**src/rtl/marquee_ctrl.sv**
```systemverilog
// marquee_ctrl: two-marker 16-LED marquee sequencer (clk, rst, en, dir in; led, pos_single, pos_triple, state, hit out)
module marquee_ctrl #(
  parameter int FAST_DIV    = 2**23,
  parameter int SLOW_DIV    = 2**26,
  parameter int FLASH_TICKS = 4
) (
  input  logic        clk,
  input  logic        rst,
  input  logic        en,
  input  logic        dir,
  output logic [15:0] led,
  output logic [3:0]  pos_single,
  output logic [3:0]  pos_triple,
  output logic [1:0]  state,
  output logic        hit
);
  localparam int FW = $clog2(FAST_DIV);
  localparam int SW = $clog2(SLOW_DIV);
  localparam int CW = $clog2(FLASH_TICKS + 1);
  typedef enum logic [1:0] {IDLE, RUN, HOLD, FLASH} state_t;
  state_t          state_q, state_d;
  logic [FW-1:0]   fast_q, fast_d;
  logic [SW-1:0]   slow_q, slow_d;
  logic [CW-1:0]   cnt_q, cnt_d;
  logic [3:0]      pos_single_q, pos_single_d, pos_triple_q, pos_triple_d, diff, delta;
  logic            phase_q, phase_d, hit_q, hit_d, overlap_prev_q;
  logic            tick_fast, tick_slow, step_s, step_t, overlap, rise;
  assign tick_fast = fast_q == FW'(FAST_DIV - 1);
  assign tick_slow = slow_q == SW'(SLOW_DIV - 1);
  assign step_s    = dir ? tick_slow : tick_fast;
  assign step_t    = dir ? tick_fast : tick_slow;
  assign delta     = dir ? 4'd1 : 4'd15;
  assign diff      = pos_single_q - pos_triple_q;
  assign overlap   = diff == 4'd0 || diff == 4'd1 || diff == 4'd15;
  assign rise      = overlap && !overlap_prev_q;
  always_ff @(posedge clk) begin
    if (rst) begin
      state_q        <= IDLE;
      fast_q         <= '0;
      slow_q         <= '0;
      cnt_q          <= '0;
      phase_q        <= 1'b0;
      hit_q          <= 1'b0;
      overlap_prev_q <= 1'b1;
      pos_single_q   <= 4'd15;
      pos_triple_q   <= 4'd14;
    end else begin
      state_q        <= state_d;
      fast_q         <= fast_d;
      slow_q         <= slow_d;
      cnt_q          <= cnt_d;
      phase_q        <= phase_d;
      hit_q          <= hit_d;
      overlap_prev_q <= overlap;
      pos_single_q   <= pos_single_d;
      pos_triple_q   <= pos_triple_d;
    end
  end
  always_comb begin
    fast_d       = tick_fast ? '0 : fast_q + 1'b1;
    slow_d       = tick_slow ? '0 : slow_q + 1'b1;
    state_d      = state_q;
    pos_single_d = pos_single_q;
    pos_triple_d = pos_triple_q;
    cnt_d        = cnt_q;
    phase_d      = phase_q;
    hit_d        = 1'b0;
    case (state_q)
      IDLE, HOLD: state_d = en ? RUN : state_q;
      RUN:
        if (rise) begin
          state_d = FLASH;
          hit_d   = 1'b1;
          phase_d = 1'b1;
          cnt_d   = '0;
        end else begin
          pos_single_d = step_s ? pos_single_q + delta : pos_single_q;
          pos_triple_d = step_t ? pos_triple_q + delta : pos_triple_q;
          state_d      = en ? RUN : HOLD;
        end
      FLASH:
        if (tick_slow) begin
          phase_d = !phase_q;
          cnt_d   = cnt_q + 1'b1;
          if (cnt_q == CW'(FLASH_TICKS - 1)) state_d = en ? RUN : HOLD;
        end
      default: state_d = IDLE;
    endcase
  end
  always_comb begin
    led = state_q == FLASH ? {16{phase_q}} :
          (16'd1 << pos_single_q) | (16'd1 << pos_triple_q) |
          (16'd1 << (pos_triple_q + 4'd1)) | (16'd1 << (pos_triple_q - 4'd1));
  end
  assign pos_single = pos_single_q;
  assign pos_triple = pos_triple_q;
  assign state      = state_q;
  assign hit        = hit_q;
endmodule
```
**config.mk**
```make
export PLATFORM = sky130hd
export DESIGN_NAME = marquee_ctrl
export DESIGN_NICKNAME = d
export VERILOG_FILES = /design/src/rtl/marquee_ctrl.sv
export SDC_FILE = /design/constraint.sdc
export NUM_CORES = 1
export LEC_CHECK = 0
export ABC_AREA = 0
export CAP_MARGIN = 20
export CELL_PAD_IN_SITES_DETAIL_PLACEMENT = 2
export CELL_PAD_IN_SITES_GLOBAL_PLACEMENT = 2
export CORE_ASPECT_RATIO = 2
export CORE_MARGIN = 1
export CORE_UTILIZATION = 35
export DETAILED_ROUTE_END_ITERATION = 10
export GPL_ROUTABILITY_DRIVEN = 0
export GPL_TIMING_DRIVEN = 0
export PLACE_DENSITY_LB_ADDON = 0.25
export SLEW_MARGIN = 20
export SYNTH_ARGS = -nofsm -noshare
export SYNTH_HDL_FRONTEND = slang
export SYNTH_SLANG_ARGS = --single-unit
```
**constraint.sdc**
```tcl
create_clock -name clk -period 3.5 [get_ports clk]
set_input_delay 0.525 -clock clk [delete_from_list [all_inputs] [get_ports clk]]
set_output_delay 0.525 -clock clk [all_outputs]
set_load 0.01 [all_outputs]
```
==> impl_metrics.ini <==
[run_status]
status = finished, final reports clean

[routing]
drtIter0Drc = 75
routedWlPerCell_um = 19.1
vias = 3408
firstDrtPassIters = 4
drc = 0
antenna_left = 0
post_drt_via_cell_ratio = 5.44
drt_wl_total_um = 12000

[sta]
finalCritPeriodShare = 0.975
layout_min_cycle_time_ps = 3410
hold_ws_ps = 471
fmax_mhz = 293
setup_viol = 0
fin_tns_setup_ps = 0
rsz0062_at_grt = no
max_slew_margin = 0.518
skew_ps = 5.77
drv_slew = 0
hold_violations = 0
tightest_slew_ps = 717

[pwr]
pwr-share-clk = 0.527
peakVddDrop_mv = 0.229
p_switching_mw = 0.383
leakagePower_nw = 1.61
p_int_mw = 1.39
p_seq_frac = 0.426
pwr_density_cell_nw_per_um2 = 398
swShare = 0.216
combPwrFrac = 0.047

[setup_path]
critical-path-slowest-cell = clkdlybuf4s50_1
cp.arrival_ps = 2890
crit_chain = clkbuf_4, inv_1, ha_4, nor2_1, a211oi_2, a31o_2, nand2_1, a21oi_1, clkdlybuf4s50_1
cp-end-kind = output port
cp-start-kind = flip-flop
crit_type = reg2out
crit_path_max_fanout = 8
max_stage_delay_ps = 570
critPathRequiredTime_ps = 2970

[synthesis]
synth_mux_area_frac = 0.00551
syn_avg_cell_area_um2 = 8.17
synth_compound_area_frac = 0.128
synth_top_family_by_area = simple AND/OR/NAND/NOR gates
syn-cell-area_um2 = 3630
yosysWarnings = 0
ys.flop_type = dfxtp_1
synth_cells = 445
synthArstFlopShare = 0
ys_seq_elements = 65
yosys.area.top_type_share = 0.358
synth.distinct_cells = 48
yosysSeqAreaShare = 0.358
synthAdderAreaFrac = 0.0613
synth_area_leaders = dfxtp_1 (36%), nor2_1 (8.3%), xnor2_1 (6.5%)
yosys.area.top_type = dfxtp_1
yosys.area_share.simple = 0.285
syn-num-nets = 465
synth_edf_count = 0
synth_xor_area_frac = 0.128

[global_routing]
grt_pass1_wl_um = 18900
grt-ovfl-total = 0
grt_pass1_vias = 3830
track_usage = 0.237
grt_max_degree = 12
antenna_found_initial = 0

[clocking]
cts_sinks = 65
path_clk_slew_ps = 50
cts_buffer_depth = 2
cts_tree = yes
cts_root_buf = clkbuf_16
holdBufCountCts = 0
cts_buffers = 9
clk_latency_ps = 340
cts_max_level = 3

[job]
drv_cap = 0

[final_layout]
n_antenna_cell = 0
drive_gt1_frac = 0.0835
areaGrowthSynthToFinish_pct = 22.4
final_area_um2 = 4450
nets = 506
ff_latch_area_um2 = 1310
stdcell_count = 626
nFillCells = 1152
multiInputGateArea_um2 = 2230

[floorplanning]
core-area_um2 = 10100
fp.dieH_um = 146
rows = 52
dieArea_um2 = 10800
fp.dieW_um = 74.1
start_util = 0.360
num_io_pins = 31

[place]
place_area_um2 = 4100
dp_hpwl_um = 9080
dp_cells = 610
port_buffers = 30

[min_path]
hold_path.class = reg2reg
power groups by stage:
stage	clock [mW]	combinational [mW]	sequential (mW)
after global routing	0.981	0.0912	0.756
final	0.934	0.0836	0.755
after detailed placement	0	0.0844	0.772
after CTS	0.951	0.0857	0.756
after global placement	0	0.0812	0.771
after floorplan	0	0.0474	0.770
area by class of cell:
class | count | area share
clock inverters | 2 | 0.00787
flip-flops and latches | 65 | 0.294
clock buffers | 14 | 0.0616
repair buffers | 30 | 0.0675
well taps | 135 | 0.0380
multi-input cells | 349 | 0.501
inverters | 17 | 0.0152
plain buffers | 14 | 0.0155
cell usage in the layout, fill, tap and decap left out, types with 11 or more instances in the layout:
cell type,instances
inv_1,16
nand2_1,32
clkbuf_1,11
and3_1,11
nor2_1,79
dfxtp_1,63
nand4_1,15
ha_1,12
clkdlybuf4s50_1,30
nand3_1,23
xor2_1,26
xnor2_1,27
a21oi_1,38
sequential cells by signal, summed over array words and instances (netlist names):
register / count
state: 2
pos_triple: 4
slow_q: 26
hit: 1
pos_single: 4
fast_q: 23
overlap_prev_q: 1
cnt_q: 3
phase_q: 1
kinds of logic after synthesis:
kind of cell	after synthesis
adders and majority gates	16
xor gates and xnor gates	53
DFF	65
AOI/OAI and AO/OA	75
and+or+nand+nor	203
muxes	2
buffers and inverters	31
synth_stat cells, drive strengths merged, types with 2 or more instances:
cell    instances
and4            4
nor2           80
xor2           26
mux2i           2
a31oi           7
ha             13
o21ai          13
inv            16
or2             4
or3             3
clkbuf         11
nand4          15
dfxtp          65
nor2b           3
a221oi          4
a21oi          38
buf             3
and3           12
fa              3
nor3           11
and2            5
a32oi           2
nand2          32
nor4            7
a21o            2
nand3          23
xnor2          27
metrics by stage:
stage,util,worst slack (ps),total power [mW]
after floorplan,-,606,0.818
after global placement,0.407,98.8,0.852
after detailed placement,0.407,37.3,0.856
after CTS,0.439,7.76,1.79
after global routing,0.441,4.05,1.83
final,0.441,86.2,1.77
worst paths after layout:
kind | from | endpoint | slack (ps) | depth (start not counted)
worst max-delay path | pos_triple[2] | led[9] | 90 | 9
worst min-delay path | fast_q[0] | fast_q[0] | 470 | 1
worst max register to register | pos_single[0] | cnt_q[2] | 300 | 9
worst min register to register | fast_q[0] | fast_q[0] | 470 | 1
per-layer routing:
| layer | track usage | vias up | part of all wire |
|---|---|---|---|
| met5 | 0 | - | 0 |
| met4 | 0.152 | 0 | 0.056 |
| met3 | 0.0311 | 32 | 0.016 |
| met2 | 0.480 | 63 | 0.61 |
| met1 | 0.192 | 1686 | 0.32 |
| li1 | - | 1627 | - |
critical path: cells and delay by family, from the launching register on:
family,cells,cell delay [ps]
AOI/OAI and AO/OA,3,660
DFF,1,400
adders and majority gates,1,360
buffers and inverters,3,990
and+or+nand+nor,2,140
what timing repair did:
| action | in CTS | in global routing |
|---|---|---|
| buffers inserted | 0 | 0 |
| endpoints found under the setup margin | 11 | 6 |
| gates resized for setup | 7 | 5 |
No activity file was read; power rests on OpenSTA's default activity.
